**src/rtl/clk_div_monitor.sv**
```systemverilog
// Receive-side checker for the integer clock divider: measures period and
// high time of a clk-synchronous divided clock, reports lock, stall and duty faults.
module clk_div_monitor #(
    parameter int WIDTH      = 8,
    parameter int LOCK_COUNT = 2
) (
    input  logic             clk,
    input  logic             reset_n,
    input  logic             enable,
    input  logic             i_div_clk,
    output logic [WIDTH-1:0] o_ratio,
    output logic [WIDTH-1:0] o_high_cnt,
    output logic             o_update,
    output logic             o_valid,
    output logic             o_stall,
    output logic             o_duty_err
);

    localparam int MW = (LOCK_COUNT < 1) ? 1 : $clog2(LOCK_COUNT + 1);
    localparam logic [WIDTH-1:0] PMAX   = '1;
    localparam logic [MW-1:0]    LOCK_M = MW'(LOCK_COUNT);

    typedef enum logic [1:0] {
        IDLE,
        SYNC,
        MEAS
    } state_t;

    state_t           state;
    logic             s;
    logic             s_d;
    logic             rise;
    logic [WIDTH-1:0] per_cnt;
    logic [WIDTH-1:0] hi_cnt;
    logic [MW-1:0]    match_cnt;
    logic [MW-1:0]    match_nxt;
    logic [WIDTH-1:0] h_lo;
    logic [WIDTH-1:0] h_hi;
    logic             duty_ok;

    assign rise = s & ~s_d;

    // o_ratio doubles as the previous captured period; match_cnt==0 marks
    // that no capture has happened since SYNC.
    always_comb begin
        match_nxt = MW'(1);
        if (match_cnt != '0 && per_cnt == o_ratio) begin
            match_nxt = (match_cnt == LOCK_M) ? match_cnt : match_cnt + 1'b1;
        end
        h_lo    = per_cnt >> 1;
        h_hi    = h_lo + {{(WIDTH-1){1'b0}}, per_cnt[0]};
        duty_ok = (hi_cnt == h_lo) || (hi_cnt == h_hi);
    end

    always_ff @(posedge clk or negedge reset_n) begin
        if (!reset_n) begin
            state      <= IDLE;
            s          <= 1'b0;
            s_d        <= 1'b0;
            per_cnt    <= '0;
            hi_cnt     <= '0;
            match_cnt  <= '0;
            o_ratio    <= '0;
            o_high_cnt <= '0;
            o_update   <= 1'b0;
            o_valid    <= 1'b0;
            o_stall    <= 1'b0;
            o_duty_err <= 1'b0;
        end else begin
            s        <= i_div_clk;
            s_d      <= s;
            o_update <= 1'b0;
            if (!enable) begin
                state      <= IDLE;
                per_cnt    <= '0;
                hi_cnt     <= '0;
                match_cnt  <= '0;
                o_ratio    <= '0;
                o_high_cnt <= '0;
                o_valid    <= 1'b0;
                o_stall    <= 1'b0;
                o_duty_err <= 1'b0;
            end else begin
                unique case (state)
                    IDLE: state <= SYNC;
                    SYNC: begin
                        if (rise) begin
                            per_cnt <= WIDTH'(1);
                            hi_cnt  <= WIDTH'(1);
                            state   <= MEAS;
                        end
                    end
                    MEAS: begin
                        if (rise) begin
                            o_ratio    <= per_cnt;
                            o_high_cnt <= hi_cnt;
                            o_update   <= 1'b1;
                            match_cnt  <= match_nxt;
                            o_valid    <= (match_nxt >= LOCK_M);
                            o_duty_err <= ~duty_ok;
                            o_stall    <= 1'b0;
                            per_cnt    <= WIDTH'(1);
                            hi_cnt     <= WIDTH'(1);
                        end else if (per_cnt == PMAX) begin
                            o_stall   <= 1'b1;
                            o_valid   <= 1'b0;
                            match_cnt <= '0;
                            state     <= SYNC;
                        end else begin
                            per_cnt <= per_cnt + 1'b1;
                            if (s) hi_cnt <= hi_cnt + 1'b1;
                        end
                    end
                    default: state <= IDLE;
                endcase
            end
        end
    end

endmodule

```
**config.mk**
```make
export PLATFORM = sky130hd
export DESIGN_NAME = clk_div_monitor
export DESIGN_NICKNAME = d
export VERILOG_FILES = /design/src/rtl/clk_div_monitor.sv
export SDC_FILE = /design/constraint.sdc
export NUM_CORES = 1
export LEC_CHECK = 0
export CAP_MARGIN = 20
export CORE_AREA = 2 2 70 72
export DETAILED_ROUTE_END_ITERATION = 7
export DIE_AREA = 0 0 72 74
export PLACE_DENSITY = 0.72
export RECOVER_POWER = 25
export SKIP_LAST_GASP = 1
export SYNTH_ARGS = -nofsm -noshare
export SYNTH_HDL_FRONTEND = slang
export SYNTH_SLANG_ARGS = --single-unit
```
**constraint.sdc**
```tcl
create_clock -name clk -period 2 [get_ports clk]
set_input_delay 0.3 -clock clk [delete_from_list [all_inputs] [get_ports clk]]
set_output_delay 0.3 -clock clk [all_outputs]
set_load 0.02 [all_outputs]
```
==> flow_summary.ini, run 1 <==
[pwr]
p_leak_nw = 1.26
peakVddDrop_mv = 0.297
p_per_area_nw_per_um2 = 586
p_total_mw = 1.64

[logic_synthesis]
synthDistinctLibCells = 49
ys_seq_elements = 42
synth-edff-count = 0
synth_ff_type = dfrtp_1
ys_seq_area_share_pct = 47.4
syn-instance-count = 225
syn_area_per_cell_um2 = 9.86
syn_area_um2 = 2220
synth_fp_nets = 233
synthArstFlopShare_pct = 100
yosysWarnings = 0

[setup_path]
path_cells = ha_4, and3_1, and3_4, or4_1, a31oi_1, a41oi_1
worstPathRequired_ns = 2.17
path_class = register to register
crit_path_max_incr_delay_ns = 0.47
cp-start-kind = register
crit_buf_inv = 0
arrival_ns = 2.09
crit_family = simple AND/OR/NAND/NOR gates
path_max_fanout = 6
endpoint_kind = register
slowest_stage = or4_1

[sta]
drv_slew = 0
tightest_slew_ns = 0.881
period_minus_slack_ns = 1.92
maxSlewHeadroom_pct = 41.3
rsz0062_at_grt = no
setup_viol = 0
setup_tns_ns = 0
worst_slack_ns = 0.0775
hold_viol_final = 0
fmax_mhz = 520
timing.final.crit_share_pct = 96.1
fin_hold_ws_ns = 0.479
clock_skew_ns = 0.00340

[grt]
groute.usage.overall_pct = 20.8
overflow = 0
grt_pass1_vias = 1794
grt_pass1_wl_um = 8510
grt_max_degree = 17
antenna_found_initial = 0

[cells_and_area]
layout.nets = 275
antenna_cells = 0
final_common_cell = dfrtp_1
drive_gt1_share_pct = 15.7
nFillCells = 399
final_cells = 322
final_cell_mix = dfrtp_1, clkdlybuf4s50_1, buf_4
finish.instance_area_um2 = 2790
areaGrowthSynthToFinish_pct = 25.8
fin_util_pct = 60.7

[clock_network]
cts_sinks = 42
clock_latency_ns = 0.30
cts_tree = built
cts-buffers-inserted = 5
cts_htree_levels = 2
post_cts_buffers = 0
root_buffer = clkbuf_8
path_clk_slew_ns = 0.08
ctsLongestPathBuffers = 2

[run_status]
outcome = finished clean

[detailed_routing]
vias_per_cell = 5.70
wl_um = 5010
routedWlPerCell_um = 15.6
vias = 1834
drc = 0
drtIter0Drc = 131
ant_nets = 0
firstDrtPassIters = 4

[floorplan]
dieHeight_um = 74
core-area_um2 = 4600
die_area_um2 = 5330
io_pins = 24
initial_core_util_pct = 48.2
rows = 25
fp.dieW_um = 72

[min_path]
min_path_type = register to register

[placement]
dp.final_hpwl_um = 3660
post-place-ws_ns = 0.0456
port_buffers = 23
dp_cells = 313
placed_cell_area_um2 = 2660
place_congestion = 0.908

[job]
max_cap_viol_count = 0
[final cells by class]
class | instances | area, µm² | area share, %
multi-input cells | 166 | 1110 | 39.8
well taps | 54 | 67.6 | 2.42
repair buffers | 48 | 437 | 15.6
clock buffers | 8 | 110 | 3.94
inverters | 4 | 15.0 | 0.538
flip-flops and latches | 42 | 1050 | 37.7
[timing repair]
item                       4_1_cts  5_1_grt
gates resized for setup          0        4
setup endpoints to repair        0        1
hold endpoints to repair        13        0
hold buffers                     1        0
[power breakdown]
| part | leakage [nW] | internal [mW] | switching [mW] |
|---|---|---|---|
| clock network | 0.0575 | 0.349 | 0.289 |
| logic | 0.624 | 0.0526 | 0.0722 |
| registers | 0.575 | 0.859 | 0.0161 |
[cells in the mapped netlist (2+ instances only)]
| master | n | area, µm² |
|---|---|---|
| o21ai_0 | 5 | 25.0 |
| clkbuf_1 | 5 | 18.8 |
| and3_1 | 6 | 37.5 |
| buf_2 | 6 | 30.0 |
| nand2b_1 | 5 | 31.3 |
| nor2_1 | 14 | 52.6 |
| dfrtp_1 | 42 | 1050 |
| nor3b_1 | 2 | 15.0 |
| a21o_1 | 2 | 15.0 |
| o21ai_1 | 14 | 70.1 |
| a22o_1 | 16 | 140 |
| or4_1 | 2 | 15.0 |
| nor4_1 | 2 | 12.5 |
| xnor2_1 | 11 | 96.3 |
| o31ai_1 | 5 | 37.5 |
| ha_1 | 4 | 50.1 |
| inv_1 | 3 | 11.3 |
| nor2b_1 | 3 | 18.8 |
| a21oi_1 | 7 | 35.0 |
| nand2_1 | 18 | 67.6 |
| nand4_1 | 5 | 31.3 |
| and2_1 | 2 | 12.5 |
| nand3_1 | 10 | 50.1 |
| a31oi_1 | 2 | 12.5 |
| xor2_1 | 10 | 87.6 |
[registers in the layout, summed over array words and instances, names as in the netlist]
register / flops
hi_cnt: 8
o_high_cnt: 8
o_ratio: 8
per_cnt: 8
match_cnt: 2
state: 2
o_duty_err: 1
o_stall: 1
o_update: 1
o_valid: 1
s: 1
s_d: 1
[routing by layer]
layer  vias up  global-route usage, %  wire length [µm]
met5         -                      0                 0
met4         0                   8.18                74
met3         6                   4.07               209
met2        51                   33.4              2330
met1       873                   28.1              2390
li1        904                      -                 -
[kinds of logic after synthesis]
group           synth area share, %
fa+ha+maj                      2.26
mux                           0.451
simple gates                   19.3
buf+inv                        3.38
xor+xnor                       8.29
compound gates                 19.0
flops                          47.4
[path summary, 6_finish.rpt]
path | from | to | slack (ns) | cells past startpoint
setup / recovery | per_cnt[1] | o_duty_err | 0.08 | 6
hold / removal | match_cnt[1] | match_cnt[1] | 0.48 | 1
setup reg to reg | per_cnt[1] | o_duty_err | 0.08 | 6
hold reg to reg | match_cnt[1] | match_cnt[1] | 0.48 | 1
max in group asynchronous | reset_n | o_high_cnt[3] | 0.54 | 3
min in group asynchronous | reset_n | o_update | 0.63 | 2
Power figures use the tool's default switching activity.
==> run 2: changes to the inputs <==
--- a/config.mk
+++ b/config.mk
@@ -9,9 +9,8 @@
 export CORE_AREA = 2 2 70 72
 export DETAILED_ROUTE_END_ITERATION = 7
 export DIE_AREA = 0 0 72 74
-export PLACE_DENSITY = 0.72
+export PLACE_DENSITY_LB_ADDON = 0.2
 export RECOVER_POWER = 25
-export SKIP_LAST_GASP = 1
 export SYNTH_ARGS = -nofsm -noshare
 export SYNTH_HDL_FRONTEND = slang
 export SYNTH_SLANG_ARGS = --single-unit
==> flow_summary.ini, run 2 (synthesis results as in run 1) <==
[run_status]
outcome = finished clean

[placement]
placed_cell_area_um2 = 2610
dp.final_hpwl_um = 3550
place_congestion = 0.918
dp_cells = 309
port_buffers = 23

[clock_network]
cts_tree = built
clock_latency_ns = 0.29
path_clk_slew_ns = 0.07
ctsLongestPathBuffers = 2
cts-buffers-inserted = 5
cts_sinks = 42
cts_htree_levels = 2
post_cts_buffers = 0
root_buffer = clkbuf_8

[detailed_routing]
firstDrtPassIters = 4
vias = 1832
routedWlPerCell_um = 15.7
drtIter0Drc = 121
vias_per_cell = 5.78
drc = 0
ant_nets = 0
wl_um = 4980

[floorplan]
io_pins = 24
initial_core_util_pct = 48.2
rows = 25
die_area_um2 = 5330
dieHeight_um = 74
fp.dieW_um = 72
core-area_um2 = 4600

[cells_and_area]
final_common_cell = dfrtp_1
final_cells = 317
multi_input_area_um2 = 1100
fin_util_pct = 58.6
nFillCells = 385
final_cell_mix = dfrtp_1, clkdlybuf4s50_1, buf_4
antenna_cells = 0
drive_gt1_share_pct = 13.3
areaGrowthSynthToFinish_pct = 21.4
regArea_um2 = 1050
finish.instance_area_um2 = 2690
layout.nets = 271

[min_path]
min_path_type = register to register

[grt]
grt_pass1_wl_um = 8290
antenna_found_initial = 0
overflow = 0
grt_pass1_vias = 1733
groute.usage.overall_pct = 20.5
grt_max_degree = 43

[setup_path]
path_class = register to register
crit_family = simple AND/OR/NAND/NOR gates
crit_path_max_incr_delay_ns = 0.49
arrival_ns = 2.09
crit_buf_inv = 0
slowest_stage = or4_1
cp_common_cell = and3_1
endpoint_kind = register
cp-start-kind = register
path_cells = ha_2, and3_1, and3_1, or4_1, a31oi_2, a41oi_1
worstPathRequired_ns = 2.15
path_max_fanout = 6

[job]
max_cap_viol_count = 0

[sta]
drv_slew = 0
hold_viol_final = 0
fmax_mhz = 515
clock_skew_ns = 0.00152
period_minus_slack_ns = 1.94
setup_viol = 0
timing.final.crit_share_pct = 97.0
tightest_slew_ns = 1.06
maxSlewHeadroom_pct = 29.5

[pwr]
p_per_area_nw_per_um2 = 558
p_leak_nw = 1.22
peakVddDrop_mv = 0.444
[run 2: worst reg2reg max path: cells and delay by family, from the launching register on]
family / cells / cell delay, ns
flops: 1 / 0.45
compound gates: 2 / 0.29
fa+ha+maj: 1 / 0.21
simple gates: 3 / 0.87
[run 2: routing by layer]
metal / track usage (%) / share of wire, % / vias up
li1: - / - / 882
met1: 27.9 / 46 / 866
met2: 31.3 / 45 / 73
met3: 5.15 / 6.5 / 11
met4: 9.22 / 2.3 / 0
met5: 0 / 0 / -
[run 2: worst paths after layout]
path,end,slack [ns],from,cells after the start
setup / recovery,o_duty_err,0.06,per_cnt[1],6
hold / removal,s_d,0.48,s,0
setup reg to reg,o_duty_err,0.06,per_cnt[1],6
hold reg to reg,s_d,0.48,s,0
max in group asynchronous,per_cnt[1],0.53,reset_n,3
min in group asynchronous,o_update,0.82,reset_n,3
[run 2: through the flow]
stage | worst slack (ns) | total power [mW] | hold WS (ns) | setup TNS (ns)
after global routing | -0.00628 | 1.58 | 0.505 | -0.00628
after CTS | 0.0494 | 1.53 | 0.442 | 0
after detailed placement | 0.0599 | 1.01 | 0.291 | 0
final | 0.0598 | 1.50 | 0.484 | 0
after global placement | 0.122 | 1.01 | 0.292 | 0
after floorplan | 0.113 | 0.950 | 0.00441 | 0
[run 2: final cells by class]
type                       count  area share (%)
inverter                       4           0.557
timing repair buffer          44            14.2
clock buffer                   7            2.83
multi-input combinational    166            40.9
sequential                    42            39.0
tap                           54            2.51
[run 2: where the power goes]
| part | leakage (nW) | total, mW | switching, mW | internal (mW) |
|---|---|---|---|---|
| registers | 0.576 | 0.871 | 0.0118 | 0.859 |
| clock network | 0.0383 | 0.509 | 0.268 | 0.240 |
| logic | 0.602 | 0.124 | 0.0759 | 0.0479 |
[run 2: what timing repair did]
action | CTS | global route
hold buffers | 1 | 0
endpoints found under the hold margin | 42 | 0
endpoints found under the setup margin | 0 | 1
resized for setup | 0 | 2
==> run 3: changes to the inputs <==
--- a/config.mk
+++ b/config.mk
@@ -11,6 +11,7 @@
 export DIE_AREA = 0 0 72 74
 export PLACE_DENSITY_LB_ADDON = 0.2
 export RECOVER_POWER = 25
+export SLEW_MARGIN = 15
 export SYNTH_ARGS = -nofsm -noshare
 export SYNTH_HDL_FRONTEND = slang
 export SYNTH_SLANG_ARGS = --single-unit
==> results of run 3 <==
No change in the layout: final DEF, timing and power equal those of run 2.
